### config.mk
export PLATFORM = sky130hd
export DESIGN_NAME = control_sequencer
export DESIGN_NICKNAME = d
export VERILOG_FILES = /design/src/rtl/control_sequencer.sv
export SDC_FILE = /design/constraint.sdc
export NUM_CORES = 1
export LEC_CHECK = 0
export CELL_PAD_IN_SITES_DETAIL_PLACEMENT = 0
export CELL_PAD_IN_SITES_GLOBAL_PLACEMENT = 2
export CORE_MARGIN = 2
export CORE_UTILIZATION = 29
export DETAILED_ROUTE_END_ITERATION = 12
export GPL_TIMING_DRIVEN = 0
export PLACE_DENSITY_LB_ADDON = 0.1
export REMOVE_ABC_BUFFERS = 1
export SETUP_SLACK_MARGIN = 0.1
export SYNTH_ARGS = -nofsm -noshare
export SYNTH_HDL_FRONTEND = slang
export SYNTH_SLANG_ARGS = --single-unit
### constraint.sdc
create_clock -name clk -period 5.64 [get_ports clk]
set_clock_uncertainty 0.05 [all_clocks]
set_input_delay 1.128 -clock clk [delete_from_list [all_inputs] [get_ports clk]]
set_output_delay 1.128 -clock clk [all_outputs]
set_load 0.005 [all_outputs]
### src/rtl/control_sequencer.sv
// Multi-cycle control unit: fetches, decodes IR[31:27] and sequences encoded bus/ALU/register
// controls, with memory handshake timeout, MUL/DIV wait, run/step control and halt/fault status.
module control_sequencer #(
  parameter int MUL_CYCLES  = 32,
  parameter int DIV_CYCLES  = 32,
  parameter int MEM_TIMEOUT = 15,
  parameter int CNT_W       = 6
) (
  input  logic        clk,
  input  logic        reset,
  input  logic [31:0] IR,
  input  logic        mem_ready,
  input  logic        con_ff,
  input  logic        run,
  input  logic        step,
  output logic [3:0]  bus_src,
  output logic [10:0] dst_en,
  output logic [1:0]  reg_sel,
  output logic [3:0]  alu_op,
  output logic        mem_read,
  output logic        mem_write,
  output logic        con_reset,
  output logic        pc_save,
  output logic        busy,
  output logic        halted,
  output logic        fault
);

  typedef enum logic [3:0] {
    ST_RST, ST_IDLE, ST_F0, ST_F1, ST_F2, ST_F3, ST_EXEC, ST_WAIT, ST_HALT, ST_FAULT
  } state_e;

  localparam logic [4:0] OP_LD   = 5'd0,  OP_LDI  = 5'd1,  OP_ST   = 5'd2,  OP_ADD  = 5'd3;
  localparam logic [4:0] OP_SUB  = 5'd4,  OP_AND  = 5'd5,  OP_OR   = 5'd6,  OP_ROR  = 5'd7;
  localparam logic [4:0] OP_ROL  = 5'd8,  OP_SHR  = 5'd9,  OP_SHRA = 5'd10, OP_SHL  = 5'd11;
  localparam logic [4:0] OP_ADDI = 5'd12, OP_ANDI = 5'd13, OP_ORI  = 5'd14, OP_MUL  = 5'd15;
  localparam logic [4:0] OP_DIV  = 5'd16, OP_NEG  = 5'd17, OP_NOT  = 5'd18, OP_BR   = 5'd19;
  localparam logic [4:0] OP_JR   = 5'd20, OP_JAL  = 5'd21, OP_IN   = 5'd22, OP_OUT  = 5'd23;
  localparam logic [4:0] OP_MFHI = 5'd24, OP_MFLO = 5'd25, OP_NOP  = 5'd26, OP_HALT = 5'd27;
  localparam logic [4:0] OP_ILL  = 5'd28;

  localparam logic [3:0] BUS_NONE = 4'd0, BUS_PC = 4'd1, BUS_MDR = 4'd2, BUS_ZLO = 4'd3;
  localparam logic [3:0] BUS_HI = 4'd5, BUS_LO = 4'd6, BUS_C = 4'd7, BUS_IN = 4'd8;
  localparam logic [3:0] BUS_RSEL = 4'd9, BUS_BA = 4'd10;

  localparam logic [3:0] ALU_NONE = 4'd0, ALU_ADD = 4'd1, ALU_SUB = 4'd2, ALU_AND = 4'd3;
  localparam logic [3:0] ALU_OR = 4'd4, ALU_ROR = 4'd5, ALU_ROL = 4'd6, ALU_SHR = 4'd7;
  localparam logic [3:0] ALU_SHRA = 4'd8, ALU_SHL = 4'd9, ALU_MUL = 4'd10, ALU_DIV = 4'd11;
  localparam logic [3:0] ALU_NEG = 4'd12, ALU_NOT = 4'd13, ALU_INC = 4'd14;

  localparam logic [1:0] REG_NONE = 2'd0, REG_GRA = 2'd1, REG_GRB = 2'd2, REG_GRC = 2'd3;

  localparam int D_PC = 0, D_IR = 1, D_MAR = 2, D_MDR = 3, D_Y = 4, D_Z = 5;
  localparam int D_HI = 6, D_LO = 7, D_CON = 8, D_OUT = 9, D_R = 10;

  localparam logic [CNT_W-1:0] TMO_LAST = CNT_W'(MEM_TIMEOUT - 1);

  state_e           state_q, state_d, nxt_state_s, end_state_s;
  logic [2:0]       t_q, t_d, nxt_t_s;
  logic [CNT_W-1:0] cnt_q, cnt_d, nxt_cnt_s;
  logic [4:0]       op_q, op_d;
  logic             mem_wait_s;
  logic             unused_ir_s;

  assign unused_ir_s = ^IR[26:0];

  function automatic logic [3:0] alu_of(input logic [4:0] op);
    case (op)
      OP_ADD, OP_ADDI: alu_of = ALU_ADD;
      OP_SUB:          alu_of = ALU_SUB;
      OP_AND, OP_ANDI: alu_of = ALU_AND;
      OP_OR, OP_ORI:   alu_of = ALU_OR;
      OP_ROR:          alu_of = ALU_ROR;
      OP_ROL:          alu_of = ALU_ROL;
      OP_SHR:          alu_of = ALU_SHR;
      OP_SHRA:         alu_of = ALU_SHRA;
      OP_SHL:          alu_of = ALU_SHL;
      OP_MUL:          alu_of = ALU_MUL;
      OP_DIV:          alu_of = ALU_DIV;
      OP_NEG:          alu_of = ALU_NEG;
      OP_NOT:          alu_of = ALU_NOT;
      default:         alu_of = ALU_NONE;
    endcase
  endfunction

  // State, step index, wait counter and latched opcode.
  always_ff @(posedge clk or negedge reset) begin
    if (!reset) begin
      state_q <= ST_RST;
      t_q     <= 3'd0;
      cnt_q   <= '0;
      op_q    <= 5'd0;
    end else begin
      state_q <= state_d;
      t_q     <= t_d;
      cnt_q   <= cnt_d;
      op_q    <= op_d;
    end
  end

  // Moore decode of controls plus next-state selection.
  always_comb begin
    nxt_state_s = state_q;
    nxt_t_s     = t_q;
    nxt_cnt_s   = '0;
    op_d        = op_q;
    end_state_s = run ? ST_F0 : ST_IDLE;
    bus_src     = BUS_NONE;
    dst_en      = 11'd0;
    reg_sel     = REG_NONE;
    alu_op      = ALU_NONE;
    mem_read    = 1'b0;
    mem_write   = 1'b0;
    con_reset   = 1'b0;
    pc_save     = 1'b0;
    busy        = 1'b1;
    halted      = 1'b0;
    fault       = 1'b0;
    case (state_q)
      ST_RST: begin
        busy        = 1'b0;
        con_reset   = 1'b1;
        nxt_state_s = end_state_s;
      end
      ST_IDLE: begin
        busy = 1'b0;
        if (run || step) nxt_state_s = ST_F0;
        else             nxt_state_s = ST_IDLE;
      end
      ST_F0: begin
        bus_src = BUS_PC; alu_op = ALU_INC; dst_en[D_MAR] = 1'b1; dst_en[D_Z] = 1'b1;
        nxt_state_s = ST_F1;
      end
      ST_F1: begin
        bus_src = BUS_ZLO; dst_en[D_PC] = 1'b1;
        nxt_state_s = ST_F2;
      end
      ST_F2: begin
        mem_read = 1'b1; dst_en[D_MDR] = 1'b1;
        nxt_state_s = ST_F3;
      end
      ST_F3: begin
        bus_src = BUS_MDR; dst_en[D_IR] = 1'b1;
        op_d    = IR[31:27];
        nxt_t_s = 3'd0;
        if (IR[31:27] >= OP_ILL) nxt_state_s = ST_FAULT;
        else                     nxt_state_s = ST_EXEC;
      end
      ST_EXEC: begin
        nxt_t_s = t_q + 3'd1;
        case (op_q)
          OP_ADD, OP_SUB, OP_AND, OP_OR, OP_ROR, OP_ROL, OP_SHR, OP_SHRA, OP_SHL,
          OP_ADDI, OP_ANDI, OP_ORI, OP_NEG, OP_NOT: begin
            case (t_q)
              3'd0: begin bus_src = BUS_RSEL; reg_sel = REG_GRB; dst_en[D_Y] = 1'b1; end
              3'd1: begin
                alu_op = alu_of(op_q); dst_en[D_Z] = 1'b1;
                if (op_q == OP_ADDI || op_q == OP_ANDI || op_q == OP_ORI) begin
                  bus_src = BUS_C;
                end else begin
                  bus_src = BUS_RSEL;
                  reg_sel = (op_q == OP_NEG || op_q == OP_NOT) ? REG_GRB : REG_GRC;
                end
              end
              3'd2: begin
                bus_src = BUS_ZLO; reg_sel = REG_GRA; dst_en[D_R] = 1'b1;
                nxt_state_s = end_state_s;
              end
              default: nxt_state_s = ST_FAULT;
            endcase
          end
          // Effective address is Grb (or 0 for r0) + C, formed through Y/Z.
          OP_LD, OP_LDI, OP_ST: begin
            case (t_q)
              3'd0: begin bus_src = BUS_BA; reg_sel = REG_GRB; dst_en[D_Y] = 1'b1; end
              3'd1: begin bus_src = BUS_C; alu_op = ALU_ADD; dst_en[D_Z] = 1'b1; end
              3'd2: begin
                bus_src = BUS_ZLO;
                if (op_q == OP_LDI) begin
                  reg_sel = REG_GRA; dst_en[D_R] = 1'b1; nxt_state_s = end_state_s;
                end else begin
                  dst_en[D_MAR] = 1'b1;
                end
              end
              3'd3: begin
                dst_en[D_MDR] = 1'b1;
                if (op_q == OP_LD) mem_read = 1'b1;
                else begin bus_src = BUS_RSEL; reg_sel = REG_GRA; end
              end
              3'd4: begin
                nxt_state_s = end_state_s;
                if (op_q == OP_LD) begin
                  bus_src = BUS_MDR; reg_sel = REG_GRA; dst_en[D_R] = 1'b1;
                end else begin
                  mem_write = 1'b1;
                end
              end
              default: nxt_state_s = ST_FAULT;
            endcase
          end
          OP_MUL, OP_DIV: begin
            case (t_q)
              3'd0: begin bus_src = BUS_RSEL; reg_sel = REG_GRA; dst_en[D_Y] = 1'b1; end
              3'd1: begin
                bus_src = BUS_RSEL; reg_sel = REG_GRB; alu_op = alu_of(op_q); dst_en[D_Z] = 1'b1;
                nxt_cnt_s   = (op_q == OP_MUL) ? CNT_W'(MUL_CYCLES) : CNT_W'(DIV_CYCLES);
                nxt_state_s = ST_WAIT;
              end
              3'd2: begin
                dst_en[D_HI] = 1'b1; dst_en[D_LO] = 1'b1;
                nxt_state_s = end_state_s;
              end
              default: nxt_state_s = ST_FAULT;
            endcase
          end
          OP_BR: begin
            case (t_q)
              3'd0: begin bus_src = BUS_RSEL; reg_sel = REG_GRA; dst_en[D_CON] = 1'b1; end
              3'd1: begin bus_src = BUS_PC; dst_en[D_Y] = 1'b1; end
              3'd2: begin bus_src = BUS_C; alu_op = ALU_ADD; dst_en[D_Z] = 1'b1; end
              3'd3: begin bus_src = BUS_ZLO; dst_en[D_PC] = con_ff; end
              3'd4: begin con_reset = 1'b1; nxt_state_s = end_state_s; end
              default: nxt_state_s = ST_FAULT;
            endcase
          end
          OP_JAL: begin
            case (t_q)
              3'd0: begin pc_save = 1'b1; bus_src = BUS_PC; dst_en[D_R] = 1'b1; end
              3'd1: begin
                bus_src = BUS_RSEL; reg_sel = REG_GRA; dst_en[D_PC] = 1'b1;
                nxt_state_s = end_state_s;
              end
              default: nxt_state_s = ST_FAULT;
            endcase
          end
          OP_JR: begin
            bus_src = BUS_RSEL; reg_sel = REG_GRA; dst_en[D_PC] = 1'b1;
            nxt_state_s = end_state_s;
          end
          OP_IN: begin
            bus_src = BUS_IN; reg_sel = REG_GRA; dst_en[D_R] = 1'b1;
            nxt_state_s = end_state_s;
          end
          OP_OUT: begin
            bus_src = BUS_RSEL; reg_sel = REG_GRA; dst_en[D_OUT] = 1'b1;
            nxt_state_s = end_state_s;
          end
          OP_MFHI, OP_MFLO: begin
            bus_src = (op_q == OP_MFHI) ? BUS_HI : BUS_LO; reg_sel = REG_GRA; dst_en[D_R] = 1'b1;
            nxt_state_s = end_state_s;
          end
          OP_NOP:  nxt_state_s = end_state_s;
          OP_HALT: nxt_state_s = ST_HALT;
          default: nxt_state_s = ST_FAULT;
        endcase
      end
      ST_WAIT: begin
        alu_op = alu_of(op_q);
        if (cnt_q <= CNT_W'(1)) begin
          nxt_state_s = ST_EXEC;
          nxt_t_s     = 3'd2;
        end else begin
          nxt_cnt_s = cnt_q - CNT_W'(1);
        end
      end
      ST_HALT: begin
        busy = 1'b0; halted = 1'b1;
      end
      ST_FAULT: begin
        busy = 1'b0; fault = 1'b1;
      end
      default: begin
        busy = 1'b0; nxt_state_s = ST_FAULT;
      end
    endcase

    // Any memory step stalls until mem_ready; ready on the last allowed cycle still wins.
    mem_wait_s = (mem_read || mem_write) && !mem_ready;
    if (!mem_wait_s) begin
      state_d = nxt_state_s; t_d = nxt_t_s; cnt_d = nxt_cnt_s;
    end else if (cnt_q >= TMO_LAST) begin
      state_d = ST_FAULT; t_d = 3'd0; cnt_d = '0;
    end else begin
      state_d = state_q; t_d = t_q; cnt_d = cnt_q + CNT_W'(1);
    end
  end

endmodule

# [Yosys cells after proc, flatten, opt, wreduce, memory -nomap -nowiden]
# Memory sizes are Yosys's and may differ from the RTL's.
# Index checks and enable logic that the tools add are counted.
[totals] register_bits=18 romBits=384 output_inout_bits=28 word_cells=182 mem_count=3
[op_classes] n_addsub=3 magnitude_cmp=3 n_eq_ne=49 n_mux=93 reduce_logical=27
[memory_table] name="(no name shown)" words=32 width=4 read_ports=1 rd_ports_with_merged_regs=0 wr=0 line_no="68" rtl="case (op)"
[memory_table] name="(no name shown)" words=32 width=4 read_ports=1 rd_ports_with_merged_regs=0 wr=0 line_no="68"
[memory_table] name="(no name shown)" words=32 width=4 read_ports=1 rd_ports_with_merged_regs=0 wr=0 line_no="68"
[op_table] operator="5-bit equality test (second input constant)" count=12
[op_table] operator="4-bit one-hot mux with 3 select lines" count=4
[op_table] operator="4-bit one-hot mux with 4 select lines" count=3
[op_table] operator="5-bit by 4-bit equality test with 1-bit output (second input constant)" count=8
[op_table] operator="4-bit 2-to-1 mux" count=10
[op_table] operator="4-bit one-hot mux with 9 select lines" count=1
[op_table] operator="1-bit 2-to-1 mux" count=34
[op_table] operator="4-bit one-hot mux with 2 select lines" count=4
[op_table] operator="4-bit one-hot mux with 8 select lines" count=1
[op_table] operator="6-bit 2-to-1 mux" count=5
[op_table] operator="4-bit one-hot mux with 7 select lines" count=1
[op_table] operator="5-bit by 3-bit equality test with 1-bit output (second input constant)" count=4
[op_table] operator="4-bit inequality test (second input constant)" count=5
[op_table] operator="4-bit one-hot mux with 5 select lines" count=1
[op_table] operator="19-bit OR reduction" count=1
[op_table] operator="2-bit 2-to-1 mux" count=9
[op_table] operator="4-bit by 3-bit equality test with 1-bit output (second input constant)" count=4
[op_table] operator="1-bit one-hot mux with 2 select lines" count=7
[op_table] operator="14-bit OR reduction" count=1
[op_table] operator="2-bit one-hot mux with 6 select lines" count=1
[op_table] operator="6-bit one-hot mux with 2 select lines" count=1
[op_table] operator="6-bit OR reduction" count=2
[op_table] operator="5-bit by 2-bit equality test with 1-bit output (second input constant)" count=2
[op_table] operator="2-bit OR reduction" count=5
[op_table] operator="other kinds (36)" count=49

# [Longest topological paths before layout]
[depth] depth_word=9 ltp_mapped=11 mapped_depth_nobuf=9

# [Least setup slack after synthesis]
# Ideal clock, no wire load.
[synth_path] path_type="register -> output" startpoint="register op_q[1]" endpoint="output port bus_src[1]" t_arrival_ns=2.395 required_ns=4.462 path_slack_ns=2.067 stages_incl_launch_ff=9 cell_sequence="dfrtp_1 -> ha_1 -> or3_1 -> o2bb2ai_1 -> a32o_2 -> or3_1 -> clkbuf_1 -> o31ai_2 -> o21ai_0"
[synth_between] elab_chain_len=7 elab_cells_between_ends=40 classes_between="25 x eq/ne; 7 x mux; 8 x reduce/logical"
[synth_lines] item="from (decl)" line_no="61" rtl="logic [4:0] op_q, op_d;"
[synth_lines] item="from (signal assigned)" line_no="97" rtl="op_q <= op_d;"
[synth_lines] item="5-bit by 4-bit equality test with 1-bit output" line_no="151, 158"
[synth_lines] item="1-bit logical OR (2 in series)" line_no="158" rtl="if (op_q == OP_ADDI || op_q == OP_ANDI || op_q == OP_ORI) begin"
[synth_lines] item="4-bit 2-to-1 mux" line_no="158"
[synth_lines] item="4-bit one-hot mux with 3 select lines" line_no="154" rtl="case (t_q)"
[synth_lines] item="4-bit one-hot mux with 8 select lines (*)" line_no="151" rtl="case (op_q)"
[synth_lines] item="4-bit one-hot mux with 4 select lines (*)" line_no="119" rtl="case (state_q)"
[synth_lines] item="to (decl)" line_no="16" rtl="output logic [3:0] bus_src,"
# Mark *: on every way between the ends. The rest lies on a longest branch, timed or not.

# [Worst setup path in the final report]
# Same ends and word-level chain as after synthesis.

==> flow_metrics.env <==
export IMPL_synth_area_top_cells="dfrtp_1 18%, ha_1 6.9%, a21oi_1 6.1%, o21ai_0 6.1%, nand2_1 5.8%"
export IMPL_peakVddDrop_mv=0.0548
export IMPL_remaining_drc_errors=0
export IMPL_yosys_warnings=0
export IMPL_cp_max_fo=14
export IMPL_rsz0062_at_grt="false"
export IMPL_cts_setup_buffers=0
export IMPL_cp_end_kind="output pin"
export IMPL_cts_resized=0
export IMPL_first_pass_iters=4
export IMPL_detail_route_wl_per_cell_um=19.5
export IMPL_hp_class="flop to flop"
export IMPL_portBuffers=38
export IMPL_die_h_um=97.5
export IMPL_cts_buffers=3
export IMPL_design_die_area_um2=9510
export IMPL_synth_most_common_cell="nand2_1"
export IMPL_ant_nets=0
export IMPL_synth_ff_type="dfrtp_1"
export IMPL_routed_wl_um=9400
export IMPL_die_w_um=97.5
export IMPL_critical_path_required_ns=4.46
export IMPL_drv_cap=0
export IMPL_start_util_pct=29.5
export IMPL_clk_path_buf_depth=2
export IMPL_hold_viol=0
export IMPL_arrival_ns=3.97
export IMPL_track_usage_pct=19.3
export IMPL_area_growth_pct=17.3
export IMPL_setup_viol=0
export IMPL_grt_max_degree=25
export IMPL_synth_area_leader_cell="dfrtp_1"
export IMPL_synth_async_reset_ratio_pct=100
export IMPL_htree_levels=1
export IMPL_crit_type="flop to output pin"
export IMPL_drive_gt1_share_pct=4.53
export IMPL_ys_seq_elements=18
export IMPL_tns_ns=0
export IMPL_synth_top_cell_area_share_pct=17.8
export IMPL_diodes=0
export IMPL_drt_first_iter_violations=207
export IMPL_period_share_pct=91.2
export IMPL_grt_remaining_overflow=0
export IMPL_seq_area_frac_synth_pct=17.8
export IMPL_synth_cells=362
export IMPL_status="finished clean"
export IMPL_postCtsHoldBufs=0
export IMPL_leakagePower_uw=0.00108
export IMPL_viasPerCell=5.88
export IMPL_cts_root_buffer="clkbuf_8"
export IMPL_min_period_ns=5.14
export IMPL_num_fill_cells=952
export IMPL_clk_pin_slew_ns=0.07
export IMPL_synth_area_per_cell_um2=7.00
export IMPL_synth_edf_count=0
export IMPL_yosysUniqueCellTypes=68
export IMPL_worst_pin_slew_ns=1.38
export IMPL_io_pins=66
export IMPL_rows=34
export IMPL_synth_commonest_cells="39 x nand2_1, 38 x nor2_1, 31 x a21oi_1, 31 x o21ai_0"
export IMPL_cts_tree="done"
export IMPL_vias=2841
export IMPL_syn_area_um2=2530
export IMPL_clkLatencyLatePin_ns=0.26
export IMPL_antenna_found_initial=0
export IMPL_gp_congestion=0.813
export IMPL_grt_pass1_wl_um=15000
export IMPL_slew_headroom_pct=7.13
export IMPL_layout_nets=429
export IMPL_grt_pass1_vias=2678
export IMPL_pwr_density_cell_nw_per_um2=90.4
export IMPL_crit_path_start_kind="flop"
export IMPL_hpwl_um=6980
export IMPL_cts_sinks=18
export IMPL_core_area_um2=8590
export IMPL_fin_util_pct=34.6
export IMPL_maxSlewViolCount=0
export IMPL_timing_fmax_ghz=0.194
-- critical path: stages, from the launching register on --
cell and delay, ns:
dfrtp_1 0.52, inv_1 0.14, ha_1 0.41, o21bai_1 0.25, o2bb2ai_1 0.15, a32o_2 0.26
or3_1 0.53, o31ai_2 0.71, o21ai_0 0.24, clkdlybuf4s50_1 0.50
-- routing by layer --
layer  part of all wire (%)  vias to the layer above  global-route usage [%]
li1                       -                     1378                       -
met1                     50                     1353                    30.0
met2                     42                       99                    27.7
met3                    6.3                       11                    2.88
met4                    1.8                        0                    4.70
met5                      0                        -                       0
-- state kept, by name (all words and copies together) (netlist names) --
register	count
cnt_q	6
op_q	5
state_q	4
t_q	3
-- layout by cell type (no fill, tap or decap), drive strengths merged, types with 5 or more instances in the layout --
master,n
o211ai,5
o22ai,6
mux2i,5
inv,16
a21oi,31
nor3,19
o21ai,32
o31ai,8
nor2,38
nand3,7
ha,14
dfrtp,18
or3,7
nand2,39
nor2b,6
clkdlybuf4s50,38
a221oi,6
-- cell families after synthesis --
kind of cell,count (synthesis),synth area share (%)
AO/OA/AOI/OAI,136,37.2
XOR/XNOR,4,1.68
adder cells (fa/ha/maj),14,6.91
buffers and inverters,44,7.26
flip-flops,18,17.8
multiplexers,6,2.57
AND/OR/NAND/NOR,140,26.6
-- final cells by class --
cell class                      instances  area, um^2  area share (%)
Tap cell                              108         135            4.54
Clock buffer                            3        41.3            1.39
Sequential cell                        18         450            15.1
Timing Repair Buffer                   38         380            12.8
Multi-Input combinational cell        300        1910            64.1
Inverter                               16        60.1            2.02
-- power breakdown --
group          internal [uW]  leakage, uW  switching [uW]
combinational           16.8     0.000853            25.8
clock                   47.5    0.0000216            42.9
sequential               131     0.000207            4.83
total                    195      0.00108            73.6
-- per-stage QoR --
step | instances | hold WS (ns) | setup slack (ns) | cell area (um^2) | total power (uW)
global route | 483 | 0.595 | 0.384 | 2970 | 285
global placement | 480 | 0.543 | 0.782 | 2930 | 181
detailed placement | 480 | 0.543 | 0.860 | 2930 | 181
finish | 483 | 0.545 | 0.496 | 2970 | 269
floorplan | 334 | 0.477 | 1.99 | 2410 | 160
CTS | 483 | 0.552 | 0.580 | 2970 | 272
-- path summary, 6_finish.rpt --
path                              end  slack (ns)     start  depth (start not counted)
setup / recovery           bus_src[1]        0.50   op_q[1]                          9
hold / removal               cnt_q[0]        0.54  cnt_q[0]                          1
setup reg to reg           state_q[0]        2.06   op_q[1]                          8
hold reg to reg              cnt_q[0]        0.54  cnt_q[0]                          1
max in group asynchronous     op_q[3]        3.67     reset                          1
min in group asynchronous      t_q[0]        1.31     reset                          1
Note: power is estimated with default switching activity, not from simulation.
==> edit 1, RTL diff (same settings) <==
Put a register stage on the output `fault`, with the module's reset. The value now appears one clock later. The other outputs are not delayed to match.
--- a/src/rtl/control_sequencer.sv
+++ b/src/rtl/control_sequencer.sv
@@ -55,6 +55,8 @@
 
   localparam logic [CNT_W-1:0] TMO_LAST = CNT_W'(MEM_TIMEOUT - 1);
 
+  logic fault_d;
+
   state_e           state_q, state_d, nxt_state_s, end_state_s;
   logic [2:0]       t_q, t_d, nxt_t_s;
   logic [CNT_W-1:0] cnt_q, cnt_d, nxt_cnt_s;
@@ -115,7 +117,7 @@
     pc_save     = 1'b0;
     busy        = 1'b1;
     halted      = 1'b0;
-    fault       = 1'b0;
+    fault_d     = 1'b0;
     case (state_q)
       ST_RST: begin
         busy        = 1'b0;
@@ -267,7 +269,7 @@
         busy = 1'b0; halted = 1'b1;
       end
       ST_FAULT: begin
-        busy = 1'b0; fault = 1'b1;
+        busy = 1'b0; fault_d = 1'b1;
       end
       default: begin
         busy = 1'b0; nxt_state_s = ST_FAULT;
@@ -285,5 +287,13 @@
     end
   end
 
+  always_ff @(posedge clk or negedge reset) begin
+    if (!reset) begin
+      fault <= '0;
+    end else begin
+      fault <= fault_d;
+    end
+  end
+
 endmodule
 
Function: changed (Yosys sat finds a counterexample within 10 cycles, from zero or initial values and one cycle with reset low).
==> edit 1 against the unedited design <==
  * Via count decreased by 3.1%
  * Highest routed layer unchanged
  * Critical path type unchanged
  * Area after synthesis increased by 1.4%
  * Design area grew 0.51%
  * Setup slack better by 0.43 ns
  * Non-clock buffer count did not move
  * Core utilization hardly changed
  * Sequential cell count is 1 higher
  * Wire length is 1.3% higher
Power is left out: it rests on default switching activity, and per cell area and clock period it moved more than threefold.
==> edit 1: results (changes against the unedited design) <==
stage	metric	value	unit	change
status	status	finished, final reports clean		unchanged
clocking	CTS root buf	clkbuf_8		unchanged
worst_setup_path	R2R setup slack	2.31	ns	was 2.06 ns
worst_setup_path	worst endpoint data arrival time	3.54	ns	was 3.97 ns
sta	Slew HR	17.89	%	was 7.131%
drt	WL met1	4534	um	was 4655 um
drt	DR WL met2	4434	um	was 3993 um
clocking	clock-pin slew on the worst setup and hold paths	0.09	ns	was 0.07 ns
logic_synthesis	ys async rst share	100.0	%	unchanged
logic_synthesis	sequential cell area fraction in the yosys report	18.50	%	was 17.77%
global_routing	vias in the first global route	2715		was 2678
global_routing	antenna violations before repair	0		unchanged
worst_setup_path	worst-path maximum fanout	13		was 14
logic_synthesis	prevailing post-synth register cell	dfrtp_1		unchanged
drt	DRT Pass-1 Iters	4		unchanged
finish	top flop regs	cnt_q (6), op_q (5), state_q (4)		unchanged
worst_hold_path	Worst Hold Path Cells	2		was 1
drt	Highest Signal Layer	met4		unchanged
placed_design	HPWL after DPL	7091	um	was 6981 um
finish	nets@finish	423		was 429
clocking	Worst-Skew Late Latency	0.27	ns	
drt	via count	2752		was 2841
placed_design	I/O Buffers	38		unchanged
logic_synthesis	Post-synth top cells	nand2_1, nor2_1, o21ai_0, a21oi_1, dfrtp_1		was nand2_1, nor2_1, a21oi_1, o21ai_0
drt	routed wl met3	413	um	was 588 um
placed_design	GPL Wtd Cong	0.8515		was 0.8133
placed_design	placed inst area	2940	um^2	was 2933 um^2
worst_hold_path	Hold/Removal Path Class	reg2reg		unchanged
global_routing	first-pass GRT wire length	15600	um	was 15040 um
logic_synthesis	Area contributors post-synth	dfrtp_1, ha_1, o21ai_0		was dfrtp_1, ha_1, a21oi_1
clocking	PostCTS Resize Cnt	0		unchanged
global_routing	GRT Total Usage	20.11	%	was 19.33%
clocking	Setup Fix Bufs, Post-CTS	0		unchanged
logic_synthesis	number of library cell types mapped by synthesis	72		was 68
global_routing	largest net degree at the start of global routing	25		unchanged
logic_synthesis	YS warnings	0		unchanged
finish	share of layout cells above drive strength 1	4.865	%	was 4.533%
sta	final setup fails	0		unchanged
drt	routed len/inst	19.93	um	was 19.47 um
drt	DR iter-0 viols	128		was 207
==> edit 1: logic make-up after synthesis <==
group / synth area share [%]
and+or+nand+nor: 32.13
AOI/OAI and AO/OA: 31.55
buffers and inverters: 7.984
DFF: 18.50
adders and majority gates: 6.816
muxes: 1.996
xor gates and xnor gates: 1.023
==> edit 1: cell type report <==
| type | count | area [um^2] |
|---|---|---|
| Fill cell | 951 | 5647 |
| Multi-Input combinational cell | 293 | 1889 |
| Sequential cell | 19 | 475.5 |
| Timing Repair Buffer | 38 | 380.4 |
| Tap cell | 108 | 135.1 |
| Inverter | 16 | 60.06 |
| Clock buffer | 3 | 41.29 |
| Clock inverter | 1 | 7.507 |
==> edit 1: final timing paths <==
check | endpoint | from
hold reg to reg | cnt_q[5] | cnt_q[5]
setup / recovery | bus_src[0] | op_q[1]
max in group asynchronous | fault | reset
hold / removal | cnt_q[5] | cnt_q[5]
min in group asynchronous | cnt_q[2] | reset
setup reg to reg | state_q[0] | op_q[1]
==> edit 1: metrics by stage <==
step / utilization [%] / hold slack (ns) / cells / worst slack (ns)
floorplan: - / 0.4874 / 328 / 2.325
global placement: 34.05 / 0.5575 / 474 / 1.162
detailed placement: 34.05 / 0.5679 / 474 / 1.264
CTS: 34.61 / 0.5842 / 478 / 0.9456
global route: 34.61 / 0.6186 / 478 / 0.7123
finish: 34.61 / 0.5862 / 478 / 0.9225
==> edit 1: worst max-delay path, stage by stage (launching register included) <==
cell	delay (ns)
dfrtp_1	0.48
inv_1	0.19
ha_1	0.51
nor3_2	0.16
nor2b_1	0.70
o21ai_0	0.29
a21oi_1	0.20
a211oi_1	0.07
o22ai_1	0.13
clkdlybuf4s50_1	0.52
==> edit 1: layer usage <==
metal	vias to the layer above	track usage [%]
met4	0	5.163
met1	1329	28.74
met2	68	32.51
met3	10	2.076
li1	1345	-
met5	-	0
==> edit 2, RTL diff (config.mk and constraints unchanged) <==
Made on the original files. The parameter `MEM_TIMEOUT` goes from 15 to 8.
--- a/src/rtl/control_sequencer.sv
+++ b/src/rtl/control_sequencer.sv
@@ -3,7 +3,7 @@
 module control_sequencer #(
   parameter int MUL_CYCLES  = 32,
   parameter int DIV_CYCLES  = 32,
-  parameter int MEM_TIMEOUT = 15,
+  parameter int MEM_TIMEOUT = 8,
   parameter int CNT_W       = 6
 ) (
   input  logic        clk,
Behaviour: no difference found for any inputs over 10 cycles, from zero or initial values and one cycle with reset low; that may be too few to reach the edited logic, so the function may still have changed.
==> edit 2 against the unedited design <==
  * Synthesized cell count decreased by 2.8%
  * Setup slack better by 0.23 ns
  * Critical path type unchanged
  * Wire length shrank 2.1%
  * Highest routed layer unchanged
  * Design area up 0.97%
  * Die area is 0.71% higher
  * Count of clock-buffer cells in the layout is 1 higher
  * Sequential cell count stayed put
  * Area after synthesis up 0.74%
  * Via count is 1.5% lower
Power is left out: it rests on default switching activity, and per cell area and clock period it moved more than threefold.
==> edit 2: results (changes against the unedited design) <==
stage	metric	value	unit	change
global_routing	largest net degree at the start of global routing	25		unchanged
clocking	maximum buffer depth of the clock tree	2		unchanged
clocking	CTS root buf	clkbuf_8		unchanged
worst_setup_path	Critical Path Source	op_q[1]		unchanged
finish	Finished Layout Cells	473		was 483
global_routing	antenna violations before repair	0		unchanged
worst_setup_path	CP top delay family	simple AND/OR/NAND/NOR gates		was compound AO/OA/AOI/OAI gates
logic_synthesis	number of library cell types mapped by synthesis	76		was 68
finish	share of layout cells above drive strength 1	6.301	%	was 4.533%
worst_hold_path	worst hold path endpoint	cnt_q[0]		unchanged
logic_synthesis	Syn Inst Count	352		was 362
finish	Antenna Cells	0		unchanged
sta	Slew HR	38.25	%	was 7.131%
drt	DR iter-0 viols	154		was 207
placed_design	Post-Place Worst Slack	1.108	ns	was 0.8596 ns
worst_hold_path	Min-Delay Startpoint	cnt_q[0]		unchanged
global_routing	first-pass GRT wire length	14970	um	was 15040 um
worst_setup_path	FF-to-FF Start	op_q[1]		unchanged
logic_synthesis	Post-synth top cells	nand2_1, o21ai_0, nor2_1, a21oi_1		was nand2_1, nor2_1, a21oi_1, o21ai_0
clocking	CTS Buf Count	3		unchanged
placed_design	placed inst area	2948	um^2	was 2933 um^2
logic_synthesis	ys async rst share	100.0	%	unchanged
worst_setup_path	worst-path maximum fanout	15		was 14
finish	nets@finish	417		was 429
worst_setup_path	R2R setup slack	2.19	ns	was 2.06 ns
sta	hold slack	0.5332	ns	was 0.5448 ns
drt	DRT Pass-1 Iters	5		was 4
logic_synthesis	Area contributors post-synth	dfrtp_1, ha_1, o21ai_0		was dfrtp_1, ha_1, a21oi_1
logic_synthesis	YS warnings	0		unchanged
clocking	clock-pin slew on the worst setup and hold paths	0.08	ns	
worst_hold_path	Hold/Removal Path Class	reg2reg		unchanged
placed_design	GPL Wtd Cong	0.8843		was 0.8133
placed_design	I/O Buffers	38		unchanged
finish	top flop regs	cnt_q (6), op_q (5), state_q (4)		unchanged
drt	routed len/inst	19.47	um	about the same
drt	via count	2797		was 2841
clocking	htree depth	1		unchanged
sta	period utilization	87.16	%	was 91.20%
worst_setup_path	r2r endpoint	state_q[2]		was state_q[0]
worst_setup_path	Largest stage delay, worst path	0.70	ns	
global_routing	vias in the first global route	2722		was 2678
worst_setup_path	Slowest cell on crit path	nor2_1		was o31ai_2
status	status	finished, final reports clean		unchanged
clocking	Worst-Skew Late Latency	0.25	ns	
placed_design	HPWL after DPL	6796	um	was 6981 um
logic_synthesis	sequential cell area fraction in the yosys report	17.64	%	was 17.77%
worst_setup_path	crit path capture	bus_src[0]		was bus_src[1]
global_routing	GRT Total Usage	19.15	%	was 19.33%
clocking	PostCTS Resize Cnt	0		unchanged
finish	largest register by flop count	cnt_q		unchanged
worst_setup_path	reg2reg path depth	8		unchanged
-- edit 2: logic make-up after synthesis --
family	share of synthesized area (%)
buffers and inverters	7.202
adder cells (fa/ha/maj)	6.370
multiplexers	2.646
flip-flops	17.64
AND/OR/NAND/NOR	30.77
AO/OA/AOI/OAI	34.00
XOR/XNOR	1.372
-- edit 2: layout make-up --
cell class	instances	area (um^2)
multi-input combinational	290	1926
sequential	18	450.4
timing repair buffer	38	380.4
inverter	15	56.30
clock buffer	4	55.05
fill	947	5633
tap	108	135.1
-- edit 2: metal layers --
metal	vias to the layer above	GRT usage, %	part of all wire, %
met3	11	1.145	3.8
met2	81	28.87	44
met5	-	0	0
met1	1350	29.72	51
met4	0	4.487	1.3
li1	1355	-	-
-- edit 2: worst register-to-register path, delay by kind of cell, from the launching register on --
family	cells	cell delay, ns
AOI/OAI and AO/OA	1	0.24
adders and majority gates	1	0.43
buffers and inverters	1	0.15
DFF	1	0.51
and+or+nand+nor	5	1.99
